[src/rtl/scan_pkg.sv]
// Shared definitions for the debugger-side scan path master.
package scan_pkg;

    // Scan master sequencing states.
    typedef enum logic [2:0] {
        ST_IDLE   = 3'd0,
        ST_CAP_LO = 3'd1,
        ST_CAP_HI = 3'd2,
        ST_SH_LO  = 3'd3,
        ST_SH_HI  = 3'd4,
        ST_DONE   = 3'd5
    } scan_state_t;

    // scan_en levels seen by the DUT scanner.
    localparam logic SCAN_CAPTURE = 1'b0;
    localparam logic SCAN_SHIFT   = 1'b1;

    // Host access geometry: four 16-bit slices cover the longest legal chain.
    localparam int SLICE_W    = 16;
    localparam int NUM_SLICES = 4;
    localparam int WIDE_W     = SLICE_W * NUM_SLICES;

    // CPU identification shared with the debugger software.
    localparam logic [7:0] CPU_TYPE    = 8'h5C;
    localparam logic [7:0] CPU_SUBTYPE = 8'h03;

    // Lowest bit position of a host slice.
    function automatic int slice_lsb(input logic [1:0] sel);
        return int'(sel) * SLICE_W;
    endfunction

endpackage

[src/rtl/scan_phase_timer.sv]
// Times one scan_clk phase: phase_end is high on the last of CLK_DIV cycles.
module scan_phase_timer #(
    parameter int CLK_DIV = 2
) (
    input  logic clk,
    input  logic nreset,
    input  logic restart,
    output logic phase_end
);

    localparam int CW = (CLK_DIV > 1) ? $clog2(CLK_DIV) : 1;

    logic [CW-1:0] cnt;

    // Cycle counter, cleared whenever the phase restarts.
    always_ff @(posedge clk or negedge nreset) begin
        if (!nreset) begin
            cnt <= '0;
        end else if (restart) begin
            cnt <= '0;
        end else begin
            cnt <= cnt + 1'b1;
        end
    end

    assign phase_end = (cnt == CW'(CLK_DIV - 1));

endmodule

[src/rtl/scan_master.sv]
// Scan path master: capture pulse, then SCAN_LEN-bit shift with tx out / rx in.
module scan_master
    import scan_pkg::*;
#(
    parameter int SCAN_LEN = 30,
    parameter int CLK_DIV  = 2
) (
    input  logic        clk,
    input  logic        nreset,
    input  logic        start,
    input  logic        capture,
    output logic        busy,
    output logic        done,
    input  logic        wr_en,
    input  logic [1:0]  wr_sel,
    input  logic [15:0] wr_data,
    input  logic [1:0]  rd_sel,
    output logic [15:0] rd_data,
    output logic        scan_clk,
    output logic        scan_en,
    output logic        scan_in,
    input  logic        scan_out
);

    localparam int BW = (SCAN_LEN > 1) ? $clog2(SCAN_LEN) : 1;

    scan_state_t         state_q;
    scan_state_t         state_d;
    logic                phase_end;
    logic                restart;
    logic [BW-1:0]       bit_q;
    logic                last_bit;
    logic [5:0]          nxt_idx;
    logic [SCAN_LEN-1:0] tx_q;
    logic [SCAN_LEN-1:0] tx_d;
    logic [SCAN_LEN-1:0] rx_q;
    logic [WIDE_W-1:0]   tx_wide;
    logic [WIDE_W-1:0]   rx_wide;
    logic                scan_in_q;

    assign last_bit = (bit_q == BW'(SCAN_LEN - 1));

    scan_phase_timer #(
        .CLK_DIV (CLK_DIV)
    ) u_timer (
        .clk       (clk),
        .nreset    (nreset),
        .restart   (restart),
        .phase_end (phase_end)
    );

    // State register.
    always_ff @(posedge clk or negedge nreset) begin
        if (!nreset) begin
            state_q <= ST_IDLE;
        end else begin
            state_q <= state_d;
        end
    end

    // Next-state logic: each LO/HI phase advances on the timer tick.
    always_comb begin
        state_d = state_q;
        case (state_q)
            ST_IDLE:   if (start) state_d = capture ? ST_CAP_LO : ST_SH_LO;
            ST_CAP_LO: if (phase_end) state_d = ST_CAP_HI;
            ST_CAP_HI: if (phase_end) state_d = ST_SH_LO;
            ST_SH_LO:  if (phase_end) state_d = ST_SH_HI;
            ST_SH_HI:  if (phase_end) state_d = last_bit ? ST_DONE : ST_SH_LO;
            ST_DONE:   state_d = ST_IDLE;
            default:   state_d = ST_IDLE;
        endcase
    end

    // Output decode; the phase timer restarts on every state change and idles clear.
    always_comb begin
        busy     = 1'b0;
        done     = 1'b0;
        scan_clk = 1'b0;
        scan_en  = SCAN_CAPTURE;
        restart  = (state_d != state_q);
        case (state_q)
            ST_IDLE: begin
                restart = 1'b1;
            end
            ST_CAP_LO: begin
                busy = 1'b1;
            end
            ST_CAP_HI: begin
                busy     = 1'b1;
                scan_clk = 1'b1;
            end
            ST_SH_LO: begin
                busy    = 1'b1;
                scan_en = SCAN_SHIFT;
            end
            ST_SH_HI: begin
                busy     = 1'b1;
                scan_clk = 1'b1;
                scan_en  = SCAN_SHIFT;
            end
            ST_DONE: begin
                done    = 1'b1;
                restart = 1'b1;
            end
            default: begin
                restart = 1'b1;
            end
        endcase
    end

    // Bit counter: zero in IDLE, advances after each completed HI phase.
    always_ff @(posedge clk or negedge nreset) begin
        if (!nreset) begin
            bit_q <= '0;
        end else if (state_q == ST_IDLE) begin
            bit_q <= '0;
        end else if (state_q == ST_SH_HI && phase_end && !last_bit) begin
            bit_q <= bit_q + 1'b1;
        end
    end

    // Host write merged ahead of the register so a write alongside start is
    // already visible to the first shifted bit.  Bits past the chain are dropped.
    always_comb begin
        tx_wide = WIDE_W'(tx_q);
        if (wr_en && !busy) begin
            tx_wide[slice_lsb(wr_sel) +: SLICE_W] = wr_data;
        end
        tx_d = tx_wide[SCAN_LEN-1:0];
    end

    // Transmit register.
    always_ff @(posedge clk or negedge nreset) begin
        if (!nreset) begin
            tx_q <= '0;
        end else begin
            tx_q <= tx_d;
        end
    end

    // Bit to present when entering SH_LO: 0 on the first shift, else the next one.
    always_comb begin
        nxt_idx = 6'd0;
        if (state_q == ST_SH_HI) begin
            nxt_idx = 6'(bit_q) + 6'd1;
        end
    end

    // scan_in is loaded on SH_LO entry and held through SH_HI.
    always_ff @(posedge clk or negedge nreset) begin
        if (!nreset) begin
            scan_in_q <= 1'b0;
        end else if (state_d == ST_SH_LO && state_q != ST_SH_LO) begin
            scan_in_q <= tx_wide[nxt_idx];
        end
    end

    assign scan_in = scan_in_q;

    // Receive: sample scan_out just before the scan_clk rise shifts the chain.
    always_ff @(posedge clk or negedge nreset) begin
        if (!nreset) begin
            rx_q <= '0;
        end else if (state_q == ST_SH_LO && phase_end) begin
            for (int i = 0; i < SCAN_LEN; i++) begin
                if (BW'(i) == bit_q) begin
                    rx_q[i] <= scan_out;
                end
            end
        end
    end

    // Host read slice; bits beyond the chain read as zero.
    always_comb begin
        rx_wide = WIDE_W'(rx_q);
        rd_data = rx_wide[slice_lsb(rd_sel) +: SLICE_W];
    end

endmodule

[config.mk]
export PLATFORM = sky130hd
export DESIGN_NAME = scan_master
export DESIGN_NICKNAME = d
export VERILOG_FILES = /design/src/rtl/scan_pkg.sv /design/src/rtl/scan_phase_timer.sv /design/src/rtl/scan_master.sv
export SDC_FILE = /design/constraint.sdc
export NUM_CORES = 1
export LEC_CHECK = 0
export ABC_AREA = 1
export BUFFER_PORTS_ARGS = -buffer_cell sky130_fd_sc_hd__buf_2
export CORE_ASPECT_RATIO = 1.1
export CORE_UTILIZATION = 30
export DETAILED_ROUTE_END_ITERATION = 16
export PLACE_DENSITY = 0.43
export SYNTH_ARGS = -nofsm -noshare
export SYNTH_HDL_FRONTEND = slang
export SYNTH_HIERARCHICAL = 1
export SYNTH_SLANG_ARGS = --single-unit
export TNS_END_PERCENT = 1
[constraint.sdc]
create_clock -name clk -period 2.3 [get_ports clk]
set_clock_uncertainty 0.1 [all_clocks]
set_input_delay 0.46 -clock clk [delete_from_list [all_inputs] [get_ports clk]]
set_output_delay 0.46 -clock clk [all_outputs]
set_load 0.1 [all_outputs]
; ---- Word-level counts from Yosys, hierarchy flattened
; Index checks and enable logic that the tools add are counted.
[word_totals]
ff_bits = 70
in_bits = 26
out_inout_bits = 21
wordCells = 145
[op_classes]
add_sub_neg = 4
order_cmp = 1
n_eq_ne = 38
n_shift = 3
muxes = 21
n_reduce_logical = 43
[ops]
columns = operator, n
row1 = 5-bit equality test (first input constant), 14
row2 = 64-bit bitwise mux, 1
row3 = 64-bit 2-to-1 mux, 1
row4 = 16-bit by 33-bit variable shift with 64-bit output (first input constant), 1
row5 = 16-bit by 33-bit indexed part select with 64-bit output, 1
row6 = 64-bit by 7-bit indexed part select with 16-bit output, 1
row7 = 2-bit AND reduction, 30
row8 = 4-bit by 5-bit equality test with 1-bit output (first input constant), 8
row9 = 6-bit negation with 33-bit output, 1
row10 = 3-bit by 5-bit equality test with 1-bit output (first input constant), 4
row11 = 3-bit 2-to-1 mux, 6
row12 = 3-bit one-hot mux with 5 select lines, 1
row13 = 2-bit by 5-bit equality test with 1-bit output (first input constant), 2
row14 = 5-bit 2-to-1 mux, 2
row15 = 3-bit by 2-bit equality test with 1-bit output (second input constant), 3
row16 = 6-bit by 7-bit < comparator with 1-bit output (second input constant), 1
row17 = 1-bit 2-to-1 mux, 7
row18 = 5-bit by 1-bit adder with 6-bit output (second input constant), 1
row19 = 1-bit binary-select mux with 6-bit select, 1
row20 = 3-bit equality test (second input constant), 2
row21 = 6-bit 2-to-1 mux, 1
row22 = 5-bit by 1-bit adder with 5-bit output (second input constant), 1
row23 = 1-bit by 5-bit equality test with 1-bit output (first input constant), 1
row24 = 5-bit equality test (second input constant), 1
row25 = 12 further kinds, 18

; ---- Depth between registers and ports, before layout
; Gate-level depths: netlist of run 1.
[depth]
depth_word = 8
mapped_depth = 19
ltp_nobuf = 16

; ---- Hierarchy
; Netlist of run 1, hierarchy kept.
[by_module_without_submodules]
columns = mod, n_inst, cells_each, area_each_um2, seq_area_each_um2
row1 = scan_master, 1, 578, 4145.2, 1726.7
row2 = scan_phase_timer, 1, 2, 28.8, 25.0

; ---- Worst setup path after synthesis of run 1
; Ideal clock, no wire load.
[synth_timing]
path_kind = input to output
startpoint = in rd_sel[0]
endpoint = out rd_data[2]
t_arrival_ns = 2.990
t_required_ns = 1.740
setup_slack_ns = -1.250
stages = 3
n_path_buf = 1
path_cell_list = clkbuf_1 > nor2_1 > a211oi_1
[synth_between]
elab_chain_len = 1
[synth_lines]
columns = element, line
row1 = from (decl), scan_master.sv:17  ; input logic [1:0] rd_sel,
row2 = 64-bit by 7-bit indexed part select with 16-bit output, scan_master.sv:177  ; rd_data = rx_wide[slice_lsb(rd_sel) +: SLICE_W];
row3 = to (decl), scan_master.sv:18  ; output logic [15:0] rd_data,
; Every way passes these cells.

; ---- Final worst setup path of run 1
[layout_timing]
startpoint = reg state_q[0]
endpoint = out scan_clk
[layout_between]
elab_chain_len = 3
word_cells_on_any_way = 4
classes_between = 2 x eq/ne / 1 x mux / 1 x reduce/logical
[layout_lines]
columns = element, line
row1 = from (decl), scan_master.sv:27  ; scan_state_t state_q;
row2 = from (signal assigned), scan_master.sv:57  ; state_q <= state_d;
row3 = 3-bit equality test / 3-bit by 2-bit equality test with 1-bit output (equally long branches), scan_master.sv:82  ; case (state_q)
row4 = 2-bit OR reduction (no source line) *, -
row5 = 1-bit 2-to-1 mux *, scan_master.sv:82
row6 = to (decl), scan_master.sv:19  ; output logic scan_clk,
; Mark *: on every way between the ends. The rest lies on a longest branch, timed or not.

==> metrics.log, run 1 <==
[metrics] result of the run: complete, no violations
[metrics] slowest cell delay on critical path: 400 ps
[metrics] fraction of post-synthesis cell area in the top cell type by area: 42.0%
[metrics] proportion of layout cells with a drive suffix above 1: 18.9%
[metrics] final setup margin: 122 ps
[metrics] vias in the first global route: 4020
[metrics] Worst Max-Slew Pin Slew: 489 ps
[metrics] data arrival time of the critical path: 1620 ps
[metrics] detail-routed via count per cell: 4.76
[metrics] Seq cells post-synth: 70
[metrics] leak pwr: 2.72 nW
[metrics] master cell of the clock root buffer: sky130_fd_sc_hd__clkbuf_16
[metrics] proportion of synthesized flip-flops having asynchronous set or reset: 100%
[metrics] worst setup path category: flip-flop to output pin
[metrics] antenna cell count: 0
[metrics] number of pins exceeding their max-slew limit in the final report: 0
[metrics] most frequent cell after synthesis: sky130_fd_sc_hd__nand2_1
[metrics] CP Launch Type: flip-flop
[metrics] peak supply drop: 0.241 mV
[metrics] I/O pin count: 47
[metrics] Mapped Nets: 614
[metrics] Post-DP Area: 0.00501 sq mm
[metrics] final setup violating endpoints: 0
[metrics] Routed WL: 12100 um
[metrics] post-cts resize count: 0
[metrics] crit-path leading delay family: buffers and inverters
[metrics] fin util: 39.7%
[metrics] average size of a mapped cell: 7.20 sq um
[metrics] cells after synthesis: 580
[metrics] Worst Hold Class: primary input to async pin
[metrics] Hold Slack: 24.1 ps
[metrics] hold bufs inserted after CTS: 0
[metrics] HPWL after DPL: 8540 um
[metrics] cell at the slowest stage of the critical path: sky130_fd_sc_hd__dfrtp_1
[metrics] clock tree from TritonCTS: done
[metrics] initial antenna violation count: 0
[metrics] number of inserted filler cells in the final layout: 1424
[metrics] Max Cap Viol: 0
[metrics] Area growth, synth to finish: 27.3%
[metrics] CTS buffer count: 9
[metrics] clock-pin slew on the worst setup and hold paths: 60 ps
[metrics] maximum buffer depth of the clock tree: 2
[metrics] Die Height: 126 um
[metrics] Req. time, crit path: 1740 ps
[metrics] global-route wire length before repair: 20500 um
[metrics] warnings from Yosys: 6
[metrics] Worst setup EP type: output pin
[metrics] final std cell area, no fill: 0.00532 sq mm
[metrics] largest net degree at the start of global routing: 71
[metrics] Post-synth top cells: 205 x sky130_fd_sc_hd__nand2_1, 75 x sky130_fd_sc_hd__nand3_1, 70 x sky130_fd_sc_hd__dfrtp_1, 45 x sky130_fd_sc_hd__nor2_1, 37 x sky130_fd_sc_hd__a21oi_1
[metrics] number of placement rows: 44
[metrics] cell-by-cell trace of the critical path: inv_1 > nand2_4 > nor2_8 > inv_4 > nand2_1 > clkbuf_4
[metrics] power per standard cell area: 578 mW/mm^2
[metrics] Die Footprint: 0.0144 sq mm
[metrics] worst slack at placement: 30.2 ps
[metrics] overall routing resource usage: 18.4%
[metrics] post-synthesis sequential area ratio: 42.0%
[metrics] floorplan die width: 114 um
[metrics] number of failing hold endpoints at the final stage: 0
[metrics] FMAX: 459 MHz
[metrics] number of levels the H-tree was split into: 3
[metrics] DRC: 0
[metrics] leading cell types by total area after synthesis: sky130_fd_sc_hd__dfrtp_1 42%, sky130_fd_sc_hd__nand2_1 18%, sky130_fd_sc_hd__nand3_1 9.0%, sky130_fd_sc_hd__a21oi_1 4.4%, sky130_fd_sc_hd__nor2_1 4.0%
[metrics] total number of vias: 3928
[metrics] clock insertion delay at the later pin of the skew report: 340 ps
[metrics] buffers added on ports: 46
[metrics] number of enable-type register cells in the synthesized netlist: 0
[metrics] count of cell types in the netlist: 36
[metrics] crit path time final: 2180 ps
[metrics] critical path buffer and inverter count: 3
[metrics] remaining antenna violation count: 0
[metrics] Post-synth top flop: sky130_fd_sc_hd__dfrtp_1
[metrics] share of the cycle needed by the critical path after routing: 94.7%
[metrics] effective utilization at floorplan: 31.2%
[metrics] 1st-pass router iterations: 4
[metrics] headroom to the max-slew limit: 67.4%
[metrics] # clock sinks: 70
[metrics] aggregate global routing overflow: 0
[metrics] setup repair bufs after CTS: 0
[metrics] post-synthesis instance area: 0.00417 sq mm
[metrics] cell type with the highest aggregate area in the netlist: sky130_fd_sc_hd__dfrtp_1
[metrics] routed wirelength normalized by instance count: 14.6 um
[metrics] last weighted congestion value of the routability-driven placer: 0.800
[metrics] final net count: 671
[metrics] RSZ-0062 raised after global routing: false
[metrics] First DRT Iteration DRCs: 244
[metrics] Core Area: 0.0134 sq mm
[metrics] crit-path max FO: 7
[metrics by stage]
stage	TNS, ps	power [W]	std cells
floorplan	-5940	0.00151	580
global placement	0	0.00170	810
detailed placement	0	0.00170	810
CTS	0	0.00313	825
global route	0	0.00321	825
finish	0	0.00307	825
[worst paths after layout]
kind / from / endpoint / slack [ps] / cells after the start
worst max-delay path: state_q[0]$_DFF_PN0_ / scan_clk / 120 / 6
worst min-delay path: nreset / tx_q[12]$_DFF_PN0_ / 20 / 2
worst max register to register: bit_q[1]$_DFFE_PN0P_ / scan_in$_DFFE_PN0P_ / 240 / 13
worst min register to register: u_timer/phase_end$_DFF_PN0_ / u_timer/phase_end$_DFF_PN0_ / 380 / 1
max in group asynchronous: nreset / tx_q[1]$_DFF_PN0_ / 1730 / 2
min in group clk: scan_out / rx_q[18]$_DFFE_PN0P_ / 280 / 3
[flip-flops by register name, summed over array words and instances, names as in the netlist]
name and cells:
rx_q 30, bit_q 5, scan_in 1, u_timer/phase_end 1
state_q 3, tx_q 30
[final cells by class]
| type | count | area (sq um) | share of cell area, % |
|---|---|---|---|
| multi-input cells | 441 | 2170 | 40.8 |
| inverters | 43 | 164 | 3.08 |
| flip-flops and latches | 70 | 1750 | 33.0 |
| repair buffers | 72 | 708 | 13.3 |
| well taps | 184 | 230 | 4.33 |
| clock buffers | 11 | 243 | 4.57 |
| clock inverters | 4 | 47.5 | 0.895 |
[cell usage in the layout (no fill, tap or decap), types with 9 or more instances in the layout]
| cell type | count |
|---|---|
| sky130_fd_sc_hd__buf_12 | 19 |
| sky130_fd_sc_hd__a21oi_2 | 10 |
| sky130_fd_sc_hd__clkbuf_16 | 9 |
| sky130_fd_sc_hd__inv_1 | 36 |
| sky130_fd_sc_hd__nor2_1 | 44 |
| sky130_fd_sc_hd__nand2_1 | 205 |
| sky130_fd_sc_hd__buf_4 | 22 |
| sky130_fd_sc_hd__nand4_1 | 11 |
| sky130_fd_sc_hd__nand3_1 | 74 |
| sky130_fd_sc_hd__a21oi_1 | 27 |
| sky130_fd_sc_hd__a31oi_1 | 19 |
| sky130_fd_sc_hd__dfrtp_1 | 70 |
| sky130_fd_sc_hd__buf_2 | 28 |
[power by group]
part / internal, W / switching (W) / total, W
clock: 0.000859 / 0.000541 / 0.00140
combinational: 0.000134 / 0.000283 / 0.000418
sequential: 0.00125 / 0.00000779 / 0.00125
total: 0.00224 / 0.000832 / 0.00307
[cell families (layout without fill, tap and decap cells)]
logic type,Yosys count,after routing,synth area share (%)
AOI/OAI and AO/OA,77,77,10.6
xor gates and xnor gates,2,2,0.420
adders and majority gates,8,8,2.40
buffers and inverters,69,130,7.58
DFF,70,70,42.0
muxes,1,1,0.240
and+or+nand+nor,353,353,36.8
[routing by layer]
layer  global-route usage [%]  vias up  wire length, um
li1                         -     2020                -
met1                     23.3     1827             5580
met2                     31.1       67             5870
met4                     7.64        0              227
met5                        0        -                0
met3                     2.79       14              387
No activity file was read; power rests on OpenSTA's default activity.
==> run 2: changes to the inputs <==
--- a/config.mk
+++ b/config.mk
@@ -5,12 +5,11 @@
 export SDC_FILE = /design/constraint.sdc
 export NUM_CORES = 1
 export LEC_CHECK = 0
-export ABC_AREA = 1
 export BUFFER_PORTS_ARGS = -buffer_cell sky130_fd_sc_hd__buf_2
 export CORE_ASPECT_RATIO = 1.1
 export CORE_UTILIZATION = 30
 export DETAILED_ROUTE_END_ITERATION = 16
-export PLACE_DENSITY = 0.43
+export PLACE_DENSITY = 0.44
 export SYNTH_ARGS = -nofsm -noshare
 export SYNTH_HDL_FRONTEND = slang
 export SYNTH_HIERARCHICAL = 1
==> run 2 against run 1 <==
  * The flow now finishes with violations (negative setup slack)
  * Power is 6.8% higher
  * Via count decreased by 17%
  * Final cell count is 19% lower
  * Synthesized cell count fell by 26%
  * Flip-flop and latch count did not move
  * Worst setup slack worse by 210 ps
  * Synthesized area is 6.3% lower
  * Maximum frequency fell by 8.8%
  * Clock power increased by 15%
  * Die area fell by 6.2%
  * Hold slack gained 18 ps
  * Critical path type is now flip-flop to flip-flop
  * Largest cell class unchanged
  * Highest routed layer unchanged
==> metrics.log, run 2 <==
[metrics] post-synthesis instance area: 0.00391 sq mm (-6.3%)
[metrics] Post-synth top cells: 107 x sky130_fd_sc_hd__nand2_1, 70 x sky130_fd_sc_hd__dfrtp_1, 30 x sky130_fd_sc_hd__mux2_2, 28 x sky130_fd_sc_hd__nor2_1, 27 x sky130_fd_sc_hd__o21ai_0
[metrics] post-synthesis sequential area ratio: 44.8% (+2.8 points)
[metrics] floorplan die width: 111 um (-3.2%)
[metrics] proportion of synthesized flip-flops having asynchronous set or reset: 100% (unchanged)
[metrics] maximum buffer depth of the clock tree: 2 (unchanged)
[metrics] master cell of the clock root buffer: sky130_fd_sc_hd__clkbuf_16
[metrics] number of levels the H-tree was split into: 3 (unchanged)
[metrics] final net count: 539 (-20%)
[metrics] aggregate global routing overflow: 0 (unchanged)
[metrics] number of placement rows: 43 (-2.3%)
[metrics] registers with the most flip-flops: rx_q x30, tx_q x30, bit_q x5
[metrics] share of the cycle needed by the critical path after routing: 104% (+9.1 points)
[metrics] FMAX: 419 MHz (-8.8%)
[metrics] most frequent cell after synthesis: sky130_fd_sc_hd__nand2_1
[metrics] crit-path max FO: 4 (-3)
[metrics] peak supply drop: 0.280 mV (+16%)
[metrics] result of the run: finished, violations left
[metrics] First DRT Iteration DRCs: 155 (-36%)
[metrics] leak pwr: 2.39 nW (-12%)
[metrics] I/O pin count: 47 (unchanged)
[metrics] Post-synth top flop: sky130_fd_sc_hd__dfrtp_1
[metrics] count of cell types in the netlist: 55 (+53%)
[metrics] overall routing resource usage: 16.3% (-2.1 points)
[metrics] total number of vias: 3278 (-17%)
[metrics] number of failing hold endpoints at the final stage: 0 (unchanged)
[metrics] final setup margin: -87.7 ps (-210 ps)
[metrics] Area growth, synth to finish: 39.1%
[metrics] routed wirelength normalized by instance count: 15.6 um (+6.3%)
[metrics] data arrival time of the critical path: 2560 ps (+940 ps)
[metrics] sum of internal, switching and leakage power: 0.00328 W (+6.8%)
[metrics] fraction of post-synthesis cell area in the top cell type by area: 44.8% (+2.8 points)
[metrics] commonest non-fill, non-tap cells in the layout: 105 x sky130_fd_sc_hd__nand2_1, 69 x sky130_fd_sc_hd__dfrtp_1, 43 x sky130_fd_sc_hd__buf_4, 30 x sky130_fd_sc_hd__mux2_2, 28 x sky130_fd_sc_hd__buf_2
[metrics] Req. time, crit path: 2470 ps (+730 ps)
[metrics] final std cell area, no fill: 0.00544 sq mm (+2.3%)
[metrics] vias in the first global route: 3274 (-19%)
[metrics] Post-DP Area: 0.00498 sq mm (-0.50%)
[metrics] Mapped Nets: 461 (-25%)
[metrics] cell type with the highest aggregate area in the netlist: sky130_fd_sc_hd__dfrtp_1
[metrics] DRC: 0 (unchanged)
[metrics] antenna cell count: 0 (unchanged)
[metrics] most common cell after layout, fill and taps aside: sky130_fd_sc_hd__nand2_1
[metrics] detail-routed via count per cell: 4.91 (+3.2%)
[metrics] proportion of layout cells with a drive suffix above 1: 35.1% (+16 points)
[metrics] hold bufs inserted after CTS: 0 (unchanged)
[metrics] CTS buffer count: 9 (unchanged)
[metrics] warnings from Yosys: 6 (unchanged)
[metrics] Routed WL: 10400 um (-14%)
[metrics] average size of a mapped cell: 9.16 sq um (+27%)
[metrics] clock tree from TritonCTS: done
[metrics] worst setup path category: flip-flop to flip-flop
[metrics] Worst Hold Class: primary input to async pin
[metrics] number of pins exceeding their max-slew limit in the final report: 0 (unchanged)
[metrics] number of enable-type register cells in the synthesized netlist: 0 (unchanged)
[metrics] RSZ-0062 raised after global routing: true
[metrics] global-route wire length before repair: 17100 um (-17%)
[metrics] initial antenna violation count: 0 (unchanged)
[metrics] violated checks: negative setup slack
[metrics] Seq cells post-synth: 70 (unchanged)
[metrics] Max Cap Viol: 0 (unchanged)
[metrics] clock-pin slew on the worst setup and hold paths: 60 ps (about the same)
[metrics] Die Footprint: 0.0135 sq mm (-6.2%)
[metrics] clock insertion delay at the later pin of the skew report: 340 ps (about the same)
[metrics] Worst setup EP type: flip-flop
[metrics] headroom to the max-slew limit: 58.3% (-9.1 points)
[metrics] effective utilization at floorplan: 30.9% (-0.28 points)
[metrics] Worst Max-Slew Pin Slew: 625 ps (+136 ps)
[metrics] power per standard cell area: 603 mW/mm^2 (+4.4%)
[metrics] final setup violating endpoints: 1 (+1)
[metrics] CP Launch Type: flip-flop
[metrics] largest net degree at the start of global routing: 71 (unchanged)
[metrics] Die Height: 122 um (-3.2%)
[metrics] Core Area: 0.0126 sq mm (-5.5%)
[metrics] HPWL after DPL: 7570 um (-11%)
[metrics] 1st-pass router iterations: 4 (unchanged)
[metrics] # clock sinks: 70 (unchanged)
[metrics] crit path time final: 2390 ps (+210 ps)
[metrics] remaining antenna violation count: 0 (unchanged)
[metrics] leading cell types by total area after synthesis: sky130_fd_sc_hd__dfrtp_1 45%, sky130_fd_sc_hd__nand2_1 10%, sky130_fd_sc_hd__mux2_2 8.6%, sky130_fd_sc_hd__mux2i_1 5.4%, sky130_fd_sc_hd__o21ai_0 3.5%
[metrics] worst slack at placement: -195 ps (-225 ps)
[metrics] buffers added on ports: 46 (unchanged)
[metrics] last weighted congestion value of the routability-driven placer: 0.791 (-1.1%)
[metrics] cells after synthesis: 427 (-26%)
run 2: repair_timing:
| item | in CTS | in global routing |
|---|---|---|
| gates resized for setup | 16 | 7 |
| pin swaps | 7 | 1 |
| endpoints found under the setup margin | 2 | 11 |
| endpoints found under the hold margin | 0 | 0 |
| setup buffers | 1 | 0 |
run 2: power breakdown:
group	switching [W]	internal (W)
combinational	0.000249	0.000147
clock	0.000544	0.00106
sequential	0.0000141	0.00126
run 2: layer usage:
metal	vias up	part of all wire (%)	GRT usage, %
met3	10	2.9	3.83
met2	66	50	27.6
met4	0	1.6	5.75
met1	1578	46	20.5
li1	1624	-	-
met5	-	0	0
run 2: cell type report:
class / instances / area [sq um]
flip-flops and latches: 70 / 1750
repair buffers: 96 / 920
clock inverters: 5 / 106
fillers: 1234 / 7200
inverters: 15 / 56.3
clock buffers: 11 / 233
well taps: 157 / 196
multi-input cells: 313 / 2170
run 2: kinds of logic after synthesis:
| kind of cell | synth area share [%] |
|---|---|
| multiplexers | 15.4 |
| AND/OR/NAND/NOR | 20.8 |
| adder cells (fa/ha/maj) | 2.56 |
| XOR/XNOR | 0.672 |
| AO/OA/AOI/OAI | 11.3 |
| buffers and inverters | 4.51 |
| flip-flops | 44.8 |
run 2: stage by stage:
| step | setup TNS (ps) | util (%) | hold slack (ps) | instances |
|---|---|---|---|---|
| floorplan | -5940 | - | 64.4 | 427 |
| finish | -87.7 | 43.0 | 41.8 | 667 |
| global route | -134 | 43.0 | 83.5 | 667 |
| detailed placement | -195 | 39.4 | 360 | 650 |
| CTS | -21.6 | 42.8 | 63.3 | 667 |
| global placement | -168 | 39.4 | 355 | 650 |
run 2: worst paths after layout:
check | start | to | slack (ps) | cells after the start
hold / removal | nreset | bit_q[1]$_DFFE_PN0P_ | 40 | 2
max in group asynchronous | nreset | tx_q[7]$_DFF_PN0_ | 1720 | 2
hold reg to reg | tx_q[2]$_DFF_PN0_ | tx_q[2]$_DFF_PN0_ | 380 | 2
min in group clk | wr_data[2] | tx_q[2]$_DFF_PN0_ | 270 | 3
setup reg to reg | bit_q[0]$_DFFE_PN0P_ | scan_in$_DFFE_PN0P_ | -90 | 7
setup / recovery | bit_q[0]$_DFFE_PN0P_ | scan_in$_DFFE_PN0P_ | -90 | 7
run 2: critical path, stage by stage (launching register included):
cell	delay, ps
sky130_fd_sc_hd__dfrtp_1	400
sky130_fd_sc_hd__or4b_4	600
sky130_fd_sc_hd__mux2i_1	140
sky130_fd_sc_hd__o21ai_0	180
sky130_fd_sc_hd__a221oi_1	110
sky130_fd_sc_hd__a211o_1	280
sky130_fd_sc_hd__a2111oi_0	360
sky130_fd_sc_hd__nand3b_1	160
==> run 3: changes to the inputs <==
--- a/config.mk
+++ b/config.mk
@@ -10,6 +10,7 @@
 export CORE_UTILIZATION = 30
 export DETAILED_ROUTE_END_ITERATION = 16
 export PLACE_DENSITY = 0.44
+export REMOVE_ABC_BUFFERS = 1
 export SYNTH_ARGS = -nofsm -noshare
 export SYNTH_HDL_FRONTEND = slang
 export SYNTH_HIERARCHICAL = 1
==> constraint.sdc (replaced) <==
create_clock -name clk -period 2.6 [get_ports clk]
set_clock_uncertainty 0.1 [all_clocks]
set_input_delay 0.52 -clock clk [delete_from_list [all_inputs] [get_ports clk]]
set_output_delay 0.52 -clock clk [all_outputs]
set_load 0.1 [all_outputs]
==> run 3 against run 2 <==
  * The run now ends clean
  * Power is 19% lower
  * Critical path depth is 2 lower
  * Register-to-register slack better by 200 ps
  * Routed wire length is 4.1% lower
  * Die area stayed put
  * Flip-flop and latch count stayed put
  * Utilization is 4.6 points lower
  * Final cell count is 2.4% lower
  * Count of clock-buffer cells in the layout stayed put
  * Via count is 2.6% lower
  * Combinational power is 32% lower
  * Largest cell class unchanged
  * Highest routed layer unchanged
==> metrics.log, run 3 (synthesis results as in run 2) <==
[metrics] result of the run: complete, no violations
[metrics] Worst Hold Class: primary input to async pin
[metrics] FMAX: 399 MHz
[metrics] most common cell after layout, fill and taps aside: sky130_fd_sc_hd__nand2_1
[metrics] Hold Slack: 107 ps (+65.5 ps)
[metrics] aggregate global routing overflow: 0 (unchanged)
[metrics] global-route wire length before repair: 16900 um (-1.3%)
[metrics] sum of internal, switching and leakage power: 0.00265 W (-19%)
[metrics] overall routing resource usage: 16.0% (-0.33 points)
[metrics] I/O pin count: 47 (unchanged)
[metrics] final std cell area, no fill: 0.00486 sq mm (-11%)
[metrics] DRC: 0 (unchanged)
[metrics] Area growth, synth to finish: 24.3%
[metrics] DP Cell Count: 633 (-2.6%)
[metrics] detail-routed via count per cell: 4.91 (-0.17%)
[metrics] final std cells w/o fill: 651 (-2.4%)
[metrics] antenna cell count: 0 (unchanged)
[metrics] worst setup path category: flip-flop to output pin
[metrics] # clock sinks: 70 (unchanged)
[metrics] final net count: 523 (-3.0%)
[metrics] number of pins exceeding their max-slew limit in the final report: 0 (unchanged)
[metrics] clock-pin slew on the worst setup and hold paths: 60 ps (about the same)
[metrics] crit path time final: 2500 ps
[metrics] register share of total power: 42.7% (+3.8 points)
[metrics] buffers added on ports: 46 (unchanged)
[metrics] clock tree from TritonCTS: done
[metrics] total number of vias: 3194 (-2.6%)
[metrics] registers with the most flip-flops: rx_q x30, tx_q x30, bit_q x5
[metrics] combinational group share of total power: 10.2% (-1.9 points)
[metrics] initial antenna violation count: 0 (unchanged)
[metrics] data arrival time of the critical path: 1880 ps (-680 ps)
[metrics] number of levels the H-tree was split into: 3 (unchanged)
[metrics] HPWL after DPL: 7170 um (-5.2%)
[metrics] headroom to the max-slew limit: 67.9% (+9.5 points)
[metrics] CP Launch Type: flip-flop
[metrics] Die Footprint: 0.0135 sq mm (unchanged)
[metrics] Die Height: 122 um (unchanged)
[metrics] Worst setup EP type: output pin
[metrics] number of failing hold endpoints at the final stage: 0 (unchanged)
[metrics] maximum buffer depth of the clock tree: 2 (unchanged)
[metrics] power share of the clock group: 47.1% (-1.9 points)
[metrics] final setup violating endpoints: 0 (-1)
[metrics] Post-DP Area: 0.00452 sq mm (-9.3%)
[metrics] RSZ-0062 raised after global routing: false
[metrics] crit path from: state_q[2]$_DFF_PN0_
[metrics] largest net degree at the start of global routing: 71 (unchanged)
[metrics] First DRT Iteration DRCs: 102 (-34%)
[metrics] crit-path max FO: 10 (+6)
[metrics] net switching fraction of the power: 26.0% (+1.4 points)
[metrics] hold bufs inserted after CTS: 0 (unchanged)
[metrics] share of the cycle needed by the critical path after routing: 96.3%
[metrics] clock insertion delay at the later pin of the skew report: 340 ps (about the same)
[metrics] Req. time, crit path: 1980 ps (-490 ps)
[metrics] CTS buffer count: 9 (unchanged)
[metrics] commonest non-fill, non-tap cells in the layout: 107 x sky130_fd_sc_hd__nand2_1, 69 x sky130_fd_sc_hd__dfrtp_1, 45 x sky130_fd_sc_hd__buf_2, 31 x sky130_fd_sc_hd__buf_4, 30 x sky130_fd_sc_hd__mux2_2
[metrics] vias in the first global route: 3283 (+0.27%)
[metrics] number of inserted filler cells in the final layout: 1304 (+5.7%)
[metrics] peak supply drop: 0.292 mV (+4.5%)
[metrics] worst r2r src: state_q[1]$_DFF_PN0_
[metrics] leak pwr: 2.17 nW (-9.1%)
[metrics] effective utilization at floorplan: 30.9% (unchanged)
[metrics] Core Area: 0.0126 sq mm (unchanged)
[metrics] master cell of the clock root buffer: sky130_fd_sc_hd__clkbuf_16
[metrics] cell internal pwr: 0.00196 W (-21%)
[metrics] Switch Pwr: 0.000688 W (-15%)
[metrics] 1st-pass router iterations: 4 (unchanged)
[metrics] Worst Max-Slew Pin Slew: 478 ps (-147 ps)
[metrics] floorplan die width: 111 um (unchanged)
[metrics] routed wirelength normalized by instance count: 15.3 um (-1.8%)
[metrics] Routed WL: 9950 um (-4.1%)
[metrics] power per standard cell area: 545 mW/mm^2 (-9.7%)
[metrics] last weighted congestion value of the routability-driven placer: 0.823 (+4.1%)
[metrics] Max Cap Viol: 0 (unchanged)
[metrics] proportion of layout cells with a drive suffix above 1: 28.3% (-6.8 points)
[metrics] remaining antenna violation count: 0 (unchanged)
[metrics] number of placement rows: 43 (unchanged)
==> run 3: cell count changes in the layout (fill, tap and decap cells not counted), moves of 4 or more <==
cell and change:
sky130_fd_sc_hd__buf_2 +17, sky130_fd_sc_hd__buf_12 -16, sky130_fd_sc_hd__buf_4 -12, sky130_fd_sc_hd__nor2_1 +11
sky130_fd_sc_hd__nor2_4 -7, sky130_fd_sc_hd__buf_6 -5, sky130_fd_sc_hd__nor2_2 -4
==> run 3: final timing paths <==
kind | endpoint | slack (ps) | depth (start not counted)
worst max-delay path | busy | 100 | 5
worst min-delay path | rx_q[15]$_DFFE_PN0P_ | 110 | 2
worst max register to register | scan_in$_DFFE_PN0P_ | 110 | 7
worst min register to register | tx_q[3]$_DFF_PN0_ | 370 | 2
max in group asynchronous | tx_q[4]$_DFF_PN0_ | 1990 | 2
min in group clk | tx_q[2]$_DFF_PN0_ | 320 | 3
==> run 3: routing by layer <==
layer,vias to the layer above,share of wire (%),global-route usage [%]
li1,1589,-,-
met1,1539,46,19.1
met2,52,50,28.7
met3,14,2.6,3.53
met4,0,1.5,5.08
met5,-,0,0
==> run 3: cell type report <==
type                            count  area [sq um]  share of cell area (%)
Timing Repair Buffer               80           538                    11.1
Multi-Input combinational cell    313          2010                    41.4
Sequential cell                    70          1750                    36.1
Tap cell                          157           196                    4.04
Clock inverter                      5          58.8                    1.21
Inverter                           15          56.3                    1.16
Clock buffer                       11           243                    5.00
==> run 3: worst max-delay path, cell delays in order (launching register included) <==
cell,delay [ps]
sky130_fd_sc_hd__dfrtp_1,440
sky130_fd_sc_hd__buf_4,200
sky130_fd_sc_hd__o21ai_0,120
sky130_fd_sc_hd__buf_4,180
sky130_fd_sc_hd__and2_1,170
sky130_fd_sc_hd__buf_2,440
==> run 3: through the flow <==
stage	setup WS [ps]	TNS [ps]	utilization, %
floorplan	-752	-5780	-
global placement	9.40	0	35.8
detailed placement	-19.0	-19.0	35.8
CTS	36.4	0	38.1
global route	7.87	0	38.4
finish	96.3	0	38.4
==> run 3: power groups by stage <==
stage / Combinational [W] / Clock [W] / Sequential (W)
2_1_floorplan: 0.000176 / 0 / 0.00115
3_3_place_gp: 0.000273 / 0 / 0.00115
3_5_place_dp: 0.000277 / 0 / 0.00115
4_1_cts: 0.000277 / 0.00128 / 0.00113
5_1_grt: 0.000295 / 0.00132 / 0.00113
6_report: 0.000271 / 0.00125 / 0.00113
==> run 3: what timing repair did <==
item                                    in CTS  in global routing
buffers inserted                             0                  2
endpoints found under the setup margin       0                  2
resized for setup                            0                  8
